<file path="src/rtl/change_dispenser.sv">
// Greedy change payout: splits an amount into 50/20/10/5/1 notes and requests
// them one at a time from the dispensing mechanism over a req/ack handshake.
module change_dispenser #(
  parameter int WIDTH       = 8,
  parameter int ACK_TIMEOUT = 50000,
  parameter int GAP         = 4
) (
  input  logic             sys_clk,
  input  logic             sys_rst,
  input  logic             start,
  input  logic [WIDTH-1:0] change_amount,
  input  logic             abort,
  input  logic             dispense_ack,
  output logic             out_money_one,
  output logic             out_money_five,
  output logic             out_money_ten,
  output logic             out_money_twenty,
  output logic             out_money_fifty,
  output logic [WIDTH-1:0] remaining,
  output logic [7:0]       note_count,
  output logic             busy,
  output logic             done,
  output logic             fault
);

  localparam int TW = $clog2(ACK_TIMEOUT + 1);
  localparam int GW = $clog2(GAP + 1);
  localparam logic [TW-1:0] TMO_LAST = TW'(ACK_TIMEOUT - 1);
  localparam logic [GW-1:0] GAP_LAST = GW'(GAP - 1);

  typedef enum logic [2:0] {
    S_IDLE   = 3'd0,
    S_SELECT = 3'd1,
    S_REQ    = 3'd2,
    S_GAP    = 3'd3,
    S_DONE   = 3'd4
  } state_t;

  state_t           state_q;
  logic [4:0]       req_q;
  logic [4:0]       req_d;
  logic [WIDTH-1:0] den_q;
  logic [WIDTH-1:0] den_d;
  logic [WIDTH-1:0] remaining_q;
  logic [WIDTH-1:0] rem_d;
  logic [7:0]       note_q;
  logic [TW-1:0]    tmo_q;
  logic [GW-1:0]    gap_q;
  logic             busy_q;
  logic             done_q;
  logic             fault_q;

  // Largest denomination not exceeding what is still owed (req bit order: 1,5,10,20,50).
  always_comb begin
    req_d = 5'b00001;
    den_d = WIDTH'(1);
    if (remaining_q >= WIDTH'(50)) begin
      req_d = 5'b10000;
      den_d = WIDTH'(50);
    end else if (remaining_q >= WIDTH'(20)) begin
      req_d = 5'b01000;
      den_d = WIDTH'(20);
    end else if (remaining_q >= WIDTH'(10)) begin
      req_d = 5'b00100;
      den_d = WIDTH'(10);
    end else if (remaining_q >= WIDTH'(5)) begin
      req_d = 5'b00010;
      den_d = WIDTH'(5);
    end else begin
      req_d = 5'b00001;
      den_d = WIDTH'(1);
    end
  end

  assign rem_d = remaining_q - den_q;

  // Payout sequencer; every output is a register updated here.
  always_ff @(posedge sys_clk) begin
    if (sys_rst) begin
      state_q     <= S_IDLE;
      req_q       <= 5'b00000;
      den_q       <= '0;
      remaining_q <= '0;
      note_q      <= 8'd0;
      tmo_q       <= '0;
      gap_q       <= '0;
      busy_q      <= 1'b0;
      done_q      <= 1'b0;
      fault_q     <= 1'b0;
    end else begin
      done_q <= 1'b0;
      case (state_q)
        S_IDLE: begin
          if (start) begin
            remaining_q <= change_amount;
            note_q      <= 8'd0;
            fault_q     <= 1'b0;
            busy_q      <= 1'b1;
            if (change_amount == '0) begin
              state_q <= S_DONE;
              done_q  <= 1'b1;
            end else begin
              state_q <= S_SELECT;
            end
          end
        end
        S_SELECT: begin
          if (abort) begin
            state_q <= S_IDLE;
            busy_q  <= 1'b0;
          end else begin
            req_q   <= req_d;
            den_q   <= den_d;
            tmo_q   <= '0;
            state_q <= S_REQ;
          end
        end
        // Ack wins over a timeout landing on the same edge; abort waits for the note.
        S_REQ: begin
          if (dispense_ack) begin
            req_q       <= 5'b00000;
            remaining_q <= rem_d;
            if (note_q != 8'hFF) begin
              note_q <= note_q + 8'd1;
            end
            if (rem_d == '0) begin
              state_q <= S_DONE;
              done_q  <= 1'b1;
            end else begin
              gap_q   <= '0;
              state_q <= S_GAP;
            end
          end else if (tmo_q == TMO_LAST) begin
            req_q   <= 5'b00000;
            fault_q <= 1'b1;
            busy_q  <= 1'b0;
            state_q <= S_IDLE;
          end else begin
            tmo_q <= tmo_q + TW'(1);
          end
        end
        S_GAP: begin
          if (abort) begin
            state_q <= S_IDLE;
            busy_q  <= 1'b0;
          end else if (gap_q == GAP_LAST) begin
            state_q <= S_SELECT;
          end else begin
            gap_q <= gap_q + GW'(1);
          end
        end
        S_DONE: begin
          state_q <= S_IDLE;
          busy_q  <= 1'b0;
        end
        default: begin
          state_q <= S_IDLE;
          req_q   <= 5'b00000;
          busy_q  <= 1'b0;
        end
      endcase
    end
  end

  assign out_money_one    = req_q[0];
  assign out_money_five   = req_q[1];
  assign out_money_ten    = req_q[2];
  assign out_money_twenty = req_q[3];
  assign out_money_fifty  = req_q[4];
  assign remaining        = remaining_q;
  assign note_count       = note_q;
  assign busy             = busy_q;
  assign done             = done_q;
  assign fault            = fault_q;

endmodule
</file>
<file path="config.mk">
export PLATFORM = sky130hd
export DESIGN_NAME = change_dispenser
export DESIGN_NICKNAME = d
export VERILOG_FILES = /design/src/rtl/change_dispenser.sv
export SDC_FILE = /design/constraint.sdc
export NUM_CORES = 1
export LEC_CHECK = 0
export CAP_MARGIN = 0
export CORE_UTILIZATION = 56
export DETAILED_ROUTE_END_ITERATION = 7
export PLACE_DENSITY = 0.8
export RECOVER_POWER = 100
export REMOVE_ABC_BUFFERS = 1
export SKIP_CTS_REPAIR_TIMING = 1
export SLEW_MARGIN = 10
export SYNTH_ARGS = -nofsm -noshare
export SYNTH_HDL_FRONTEND = slang
export SYNTH_SLANG_ARGS = --single-unit
</file>
<file path="constraint.sdc">
create_clock -name sys_clk -period 2.7 [get_ports sys_clk]
set_clock_uncertainty 0.1 [all_clocks]
set_input_delay 0.54 -clock sys_clk [delete_from_list [all_inputs] [get_ports sys_clk]]
set_output_delay 0.54 -clock sys_clk [all_outputs]
set_load 0.02 [all_outputs]
</file>
==> impl_metrics.csv, run 1 <==
group,metric,value,unit
status,status,"completed",
final_layout,final_common_cell,"dfxtp_1",
power,peakVddDrop,0.477,mV
global_routing,overflow,0,
clocking,cts_tree,"yes",
min_path,min-delay-path-class,"flip-flop to flip-flop",
min_path,min_from,"den_q[3]",
route,firstDrtPassIters,4,
power,switchingPower,0.000735,W
synthesis,ys.flop_type,"dfxtp_1",
sta,clock.fmax,0.397,GHz
sta,hold_viol,0,
floorplanning,chipWidth,75.5,µm
critical_path,worst_r2r_path_depth,10,
clocking,root_buffer,"clkbuf_8",
clocking,worstSkewPairLatency,0.31,ns
floorplanning,core_area,5170,µm²
critical_path,cp-start-kind,"flip-flop",
sta,fin_ws,0.182,ns
synthesis,syn_inst,362,
synthesis,synth_edf_count,0,
synthesis,synthArstFlopShare,0,
clocking,htree_levels,2,
route,vias,2723,
route,ant_nets,0,
final_layout,n_antenna_cell,0,
synthesis,netlist_area,3030,µm²
synthesis,ys_ff_latch,52,
critical_path,cp_common_cell,"inv_1",
critical_path,worst_setup_path_startpoint,"remaining[0]",
final_layout,area_growth,13.6,%
critical_path,cp.required,2.83,ns
synthesis,avgSynthCellArea,8.37,µm²
min_path,hold_path_depth,2,
route,wl_per_cell,14.4,µm
route,drt_iter0_drc,126,
critical_path,slowest_delay,0.40,ns
route,wirelength,6730,µm
route,viasPerCell,5.83,
power,internal_power,0.00128,W
floorplanning,start_util,0.586,
power,power_frac_comb,0.344,
critical_path,cp_top_family,"simple AND/OR/NAND/NOR gates",
sta,drv_slew,0,
clocking,clkTransAtPathRegs,0.10,ns
clocking,cts_buffer_depth,2,
synthesis,yosysWarnings,0,
sta,fin_crit_sh,0.932,
synthesis,yosysSeqAreaShare,0.344,
power,clkPwrFrac,0.224,
floorplanning,die_h,75.5,µm
placement,post-place-ws,0.148,ns
job,maxCapViolCount,0,
placement,post-dp-hpwl,5030,µm
global_routing,antenna_found_initial,0,
sta,tightestPinTransition,0.935,ns
global_routing,grt_pass1_wl,10900,µm
power,switching_share,0.366,
final_layout,mostFrequentLayoutCells,"dfxtp_1, nor2_1, nand2_1",
placement,numPortBuffers,36,
clocking,cts_buffers,5,
route,drc,0,
synthesis,synth_cell_types,65,
final_layout,fillers,463,
power,seq_power_share,0.432,
critical_path,reg2reg_slack,0.18,ns
placement,place_congestion,0.857,
final_layout,nets,420,
final_layout,drive_gt1_frac,0.0554,
power,leakage,1.26,nW
sta,period_needed,2.52,ns
clocking,clkSinkCount,52,
critical_path,r2r-end,"remaining[6]",
critical_path,crit_chain,"inv_1 > ha_1 > inv_1 > fa_1 > a211oi_2 > nor4_1 > nor3b_1 > nor2_1 > or3_1 > a21oi_1",
floorplanning,pin_count,37,
critical_path,arrival,2.65,ns
floorplanning,die_area,5710,µm²
global_routing,grt_max_degree,19,
min_path,holdPathEnd,"den_q[3]",
global_routing,grt_pass1_vias,2378,
sta,tns,0,ns
sta,rsz0062_at_grt,"false",
sta,relSlewSlack,0.369,
floorplanning,rows,26,
critical_path,slowest_stage,"fa_1",
global_routing,track_usage,0.248,
critical_path,cp_max_fo,4,
critical_path,r2r-start,"remaining[0]",
critical_path,critPathCaptureType,"flip-flop",
power,power.density,584,nW/µm²
critical_path,path_class,"flip-flop to flip-flop",
critical_path,crit_buf_inv,2,
sta,setup_viol,0,
-- tightest hold or removal path, stage by stage, from the launching register on --
cell and delay (ns):
dfxtp_1 0.32, nand2_1 0.05, a21oi_1 0.05
-- worst max-delay path by stage --
| stage | depth (start not counted) | end |
|---|---|---|
| 2_1_floorplan | 10 | state_q[1] |
| 3_3_place_gp | 6 | note_count[5] |
| 3_5_place_dp | 6 | note_count[5] |
| 4_1_cts | 10 | remaining[6] |
| 5_1_grt | 10 | done |
| 6_report | 10 | remaining[6] |
-- cells in the mapped netlist (5+ instances only) --
cell type / instances / area share
a211oi_1: 7 / 0.017
a21oi_1: 24 / 0.040
clkbuf_1: 6 / 0.0074
dfxtp_1: 52 / 0.34
ha_1: 10 / 0.041
inv_1: 14 / 0.017
nand2_1: 37 / 0.046
nand3_1: 13 / 0.021
nand4_1: 5 / 0.010
nor2_1: 46 / 0.057
nor3_1: 8 / 0.013
nor4_1: 6 / 0.012
o211ai_1: 9 / 0.022
o21ai_0: 13 / 0.021
or3_1: 6 / 0.012
xnor2_1: 17 / 0.049
-- routing by layer --
metal | wire length (µm) | part of all wire | track usage | vias up
li1 | - | - | - | 1373
met1 | 3180 | 0.47 | 0.331 | 1283
met2 | 3200 | 0.47 | 0.411 | 55
met3 | 243 | 0.036 | 0.0384 | 12
met4 | 116 | 0.017 | 0.0864 | 0
met5 | 0 | 0 | 0 | -
-- power groups by stage --
stage | Clock, W | Sequential, W | Combinational [W]
floorplan | 0 | 0.000915 | 0.000467
global placement | 0 | 0.000887 | 0.000707
detailed placement | 0 | 0.000888 | 0.000713
CTS | 0.000461 | 0.000871 | 0.000717
global route | 0.000489 | 0.000877 | 0.000764
finish | 0.000450 | 0.000869 | 0.000692
-- registers in the layout, summed over array words and instances, names as in the netlist --
| name | flops |
|---|---|
| gap_q | 3 |
| done | 1 |
| tmo_q | 16 |
| note_count | 8 |
| busy | 1 |
| remaining | 8 |
| state_q | 3 |
| fault | 1 |
| den_q | 6 |
| req_q | 5 |
-- cells by family (layout without fill, tap and decap cells) --
family,count (synthesis),in the layout,synth area share
and+or+nand+nor,167,167,0.308
AOI/OAI and AO/OA,77,77,0.177
DFF,52,52,0.344
buffers and inverters,29,64,0.0450
xor gates and xnor gates,21,21,0.0607
adders and majority gates,11,11,0.0479
muxes,5,5,0.0178
-- final cells by class --
cell class	instances	area (µm²)	share of cell area
clock buffers	5	68.8	0.0200
clock inverters	3	23.8	0.00691
inverters	15	56.3	0.0164
multi-input cells	281	1770	0.515
flip-flops and latches	52	1040	0.302
well taps	70	87.6	0.0254
repair buffers	41	390	0.113
-- through the flow --
stage	utilization	power, W	instance area [µm²]	hold WS, ns	std cells
detailed placement	0.664	0.00160	3430	0.347	459
finish	0.665	0.00201	3440	0.364	467
global placement	0.664	0.00159	3430	0.342	459
CTS	0.682	0.00205	3530	0.361	467
floorplan	-	0.00138	2950	0.326	348
global route	0.665	0.00213	3440	0.385	467
No activity file was read; power rests on OpenSTA's default activity.
==> inputs of run 2 (changes only) <==
==> constraint.sdc (replaced) <==
create_clock -name sys_clk -period 2.7 [get_ports sys_clk]
set_clock_uncertainty 0.1 [all_clocks]
set_input_delay 0.27 -clock sys_clk [delete_from_list [all_inputs] [get_ports sys_clk]]
set_output_delay 0.27 -clock sys_clk [all_outputs]
set_load 0.02 [all_outputs]
==> run 2 against run 1 <==
  * Global-route usage increased by 0.91 points
  * Die area unchanged
  * Register-to-register slack improved by 0.04 ns
  * Total power increased by 1.6%
  * Maximum frequency increased by 1.5%
  * Largest cell class unchanged
  * Largest power group unchanged
==> impl_metrics.csv, run 2 (synthesized netlist as in run 1, its figures left out) <==
group,metric,value,unit
placement,place_inst,460,
critical_path,crit_chain,"inv_1 > ha_1 > inv_1 > fa_1 > a211oi_2 > nor4_1 > nor3b_1 > nor2_1 > or3_1 > a21oi_1",
min_path,min_from,"den_q[2]",
critical_path,path_class,"flip-flop to flip-flop",
floorplanning,chipWidth,75.5,µm
placement,place_area,3440,µm²
sta,clock.fmax,0.403,GHz
floorplanning,die_area,5710,µm²
clocking,clkTransAtPathRegs,0.10,ns
final_layout,n_antenna_cell,0,
power,power_frac_comb,0.342,
clocking,cts_buffers,5,
final_layout,area_growth,14.0,%
final_layout,nets,421,
global_routing,grt_max_degree,17,
final_layout,stdcell_area,3450,µm²
global_routing,overflow,0,
sta,fin_crit_sh,0.918,
critical_path,cp_common_cell,"inv_1",
min_path,min-delay-path-class,"flip-flop to flip-flop",
final_layout,regMostFlops,"tmo_q",
final_layout,drive_gt1_frac,0.0653,
critical_path,cp-start-kind,"flip-flop",
clocking,cts_tree,"yes",
route,firstDrtPassIters,5,
sta,period_needed,2.48,ns
power,internal_power,0.00130,W
sta,setup_viol,0,
critical_path,worst_setup_path_startpoint,"remaining[0]",
power,switching_share,0.364,
critical_path,cp_max_fo,4,
clocking,htree_levels,2,
critical_path,crit_buf_inv,2,
critical_path,slowest_delay,0.41,ns
sta,drv_slew,0,
critical_path,cp.required,2.84,ns
sta,hold_viol,0,
critical_path,critPathCaptureType,"flip-flop",
route,wl_met1,3170,µm
placement,numPortBuffers,36,
status,status,"completed",
power,seq_power_share,0.425,
clocking,root_buffer,"clkbuf_8",
global_routing,grt_pass1_vias,2480,
route,vias,2756,
placement,place_congestion,0.950,
sta,tightestPinTransition,0.931,ns
route,viasPerCell,5.89,
power,switchingPower,0.000745,W
critical_path,slowest_stage,"fa_1",
global_routing,track_usage,0.257,
sta,relSlewSlack,0.372,
route,routed-wl-met3,271,µm
clocking,worstSkewPairLatency,0.31,ns
route,drt_iter0_drc,89,
power,power.density,592,nW/µm²
job,maxCapViolCount,0,
floorplanning,start_util,0.586,
sta,tns,0,ns
global_routing,grt_pass1_wl,11200,µm
floorplanning,die_h,75.5,µm
power,leakage,1.26,nW
route,ant_nets,0,
route,wirelength,6950,µm
floorplanning,core_area,5170,µm²
floorplanning,pin_count,37,
route,wl_per_cell,14.9,µm
route,top_layer,"met4",
final_layout,final_cells,468,
power,peakVddDrop,0.485,mV
final_layout,mostFrequentLayoutCells,"dfxtp_1, nor2_1, nand2_1",
clocking,clkSinkCount,52,
placement,post-dp-hpwl,5100,µm
final_layout,final_util,0.668,
critical_path,arrival,2.62,ns
critical_path,r2r-start,"remaining[0]",
final_layout,largest_reg_flops,16,
final_layout,final_common_cell,"dfxtp_1",
power,clkPwrFrac,0.233,
route,met2_length,3350,µm
floorplanning,rows,26,
route,drc,0,
critical_path,cp_top_family,"simple AND/OR/NAND/NOR gates",
clocking,cts_buffer_depth,2,
sta,rsz0062_at_grt,"false",
global_routing,antenna_found_initial,0,
-- run 2: worst paths after layout --
path,endpoint,slack (ns),cells past startpoint
worst max-delay path,remaining[6],0.22,10
worst min-delay path,den_q[2],0.36,2
worst max register to register,remaining[6],0.22,10
worst min register to register,den_q[2],0.36,2
-- run 2: cell type report --
type	count	area (µm²)
Tap cell	70	87.6
Multi-Input combinational cell	281	1770
Sequential cell	52	1040
Timing Repair Buffer	42	399
Clock buffer	6	82.6
Clock inverter	2	15.0
Inverter	15	56.3
Fill cell	433	1720
-- run 2: stage by stage --
step	power (W)	hold WS [ns]	setup WS, ns
4_1_cts	0.00208	0.362	0.214
6_report	0.00204	0.362	0.220
3_5_place_dp	0.00161	0.348	0.237
3_3_place_gp	0.00160	0.340	0.335
5_1_grt	0.00216	0.384	0.0323
2_1_floorplan	0.00138	0.239	0.314
-- run 2: tightest hold or removal path, cell delays in order (launching register included) --
cell and delay, ns:
dfxtp_1 0.32, nand2_1 0.05, a21oi_1 0.05
-- run 2: power groups by stage --
stage / registers (W) / logic [W] / clock network [W]
2_1_floorplan: 0.000915 / 0.000467 / 0
3_3_place_gp: 0.000889 / 0.000707 / 0
3_5_place_dp: 0.000890 / 0.000717 / 0
4_1_cts: 0.000873 / 0.000727 / 0.000482
5_1_grt: 0.000877 / 0.000770 / 0.000514
6_report: 0.000869 / 0.000700 / 0.000475
-- run 2: layer usage --
layer | global-route usage | vias up
li1 | - | 1371
met1 | 0.331 | 1300
met2 | 0.439 | 71
met3 | 0.0384 | 14
met4 | 0.0926 | 0
met5 | 0 | -
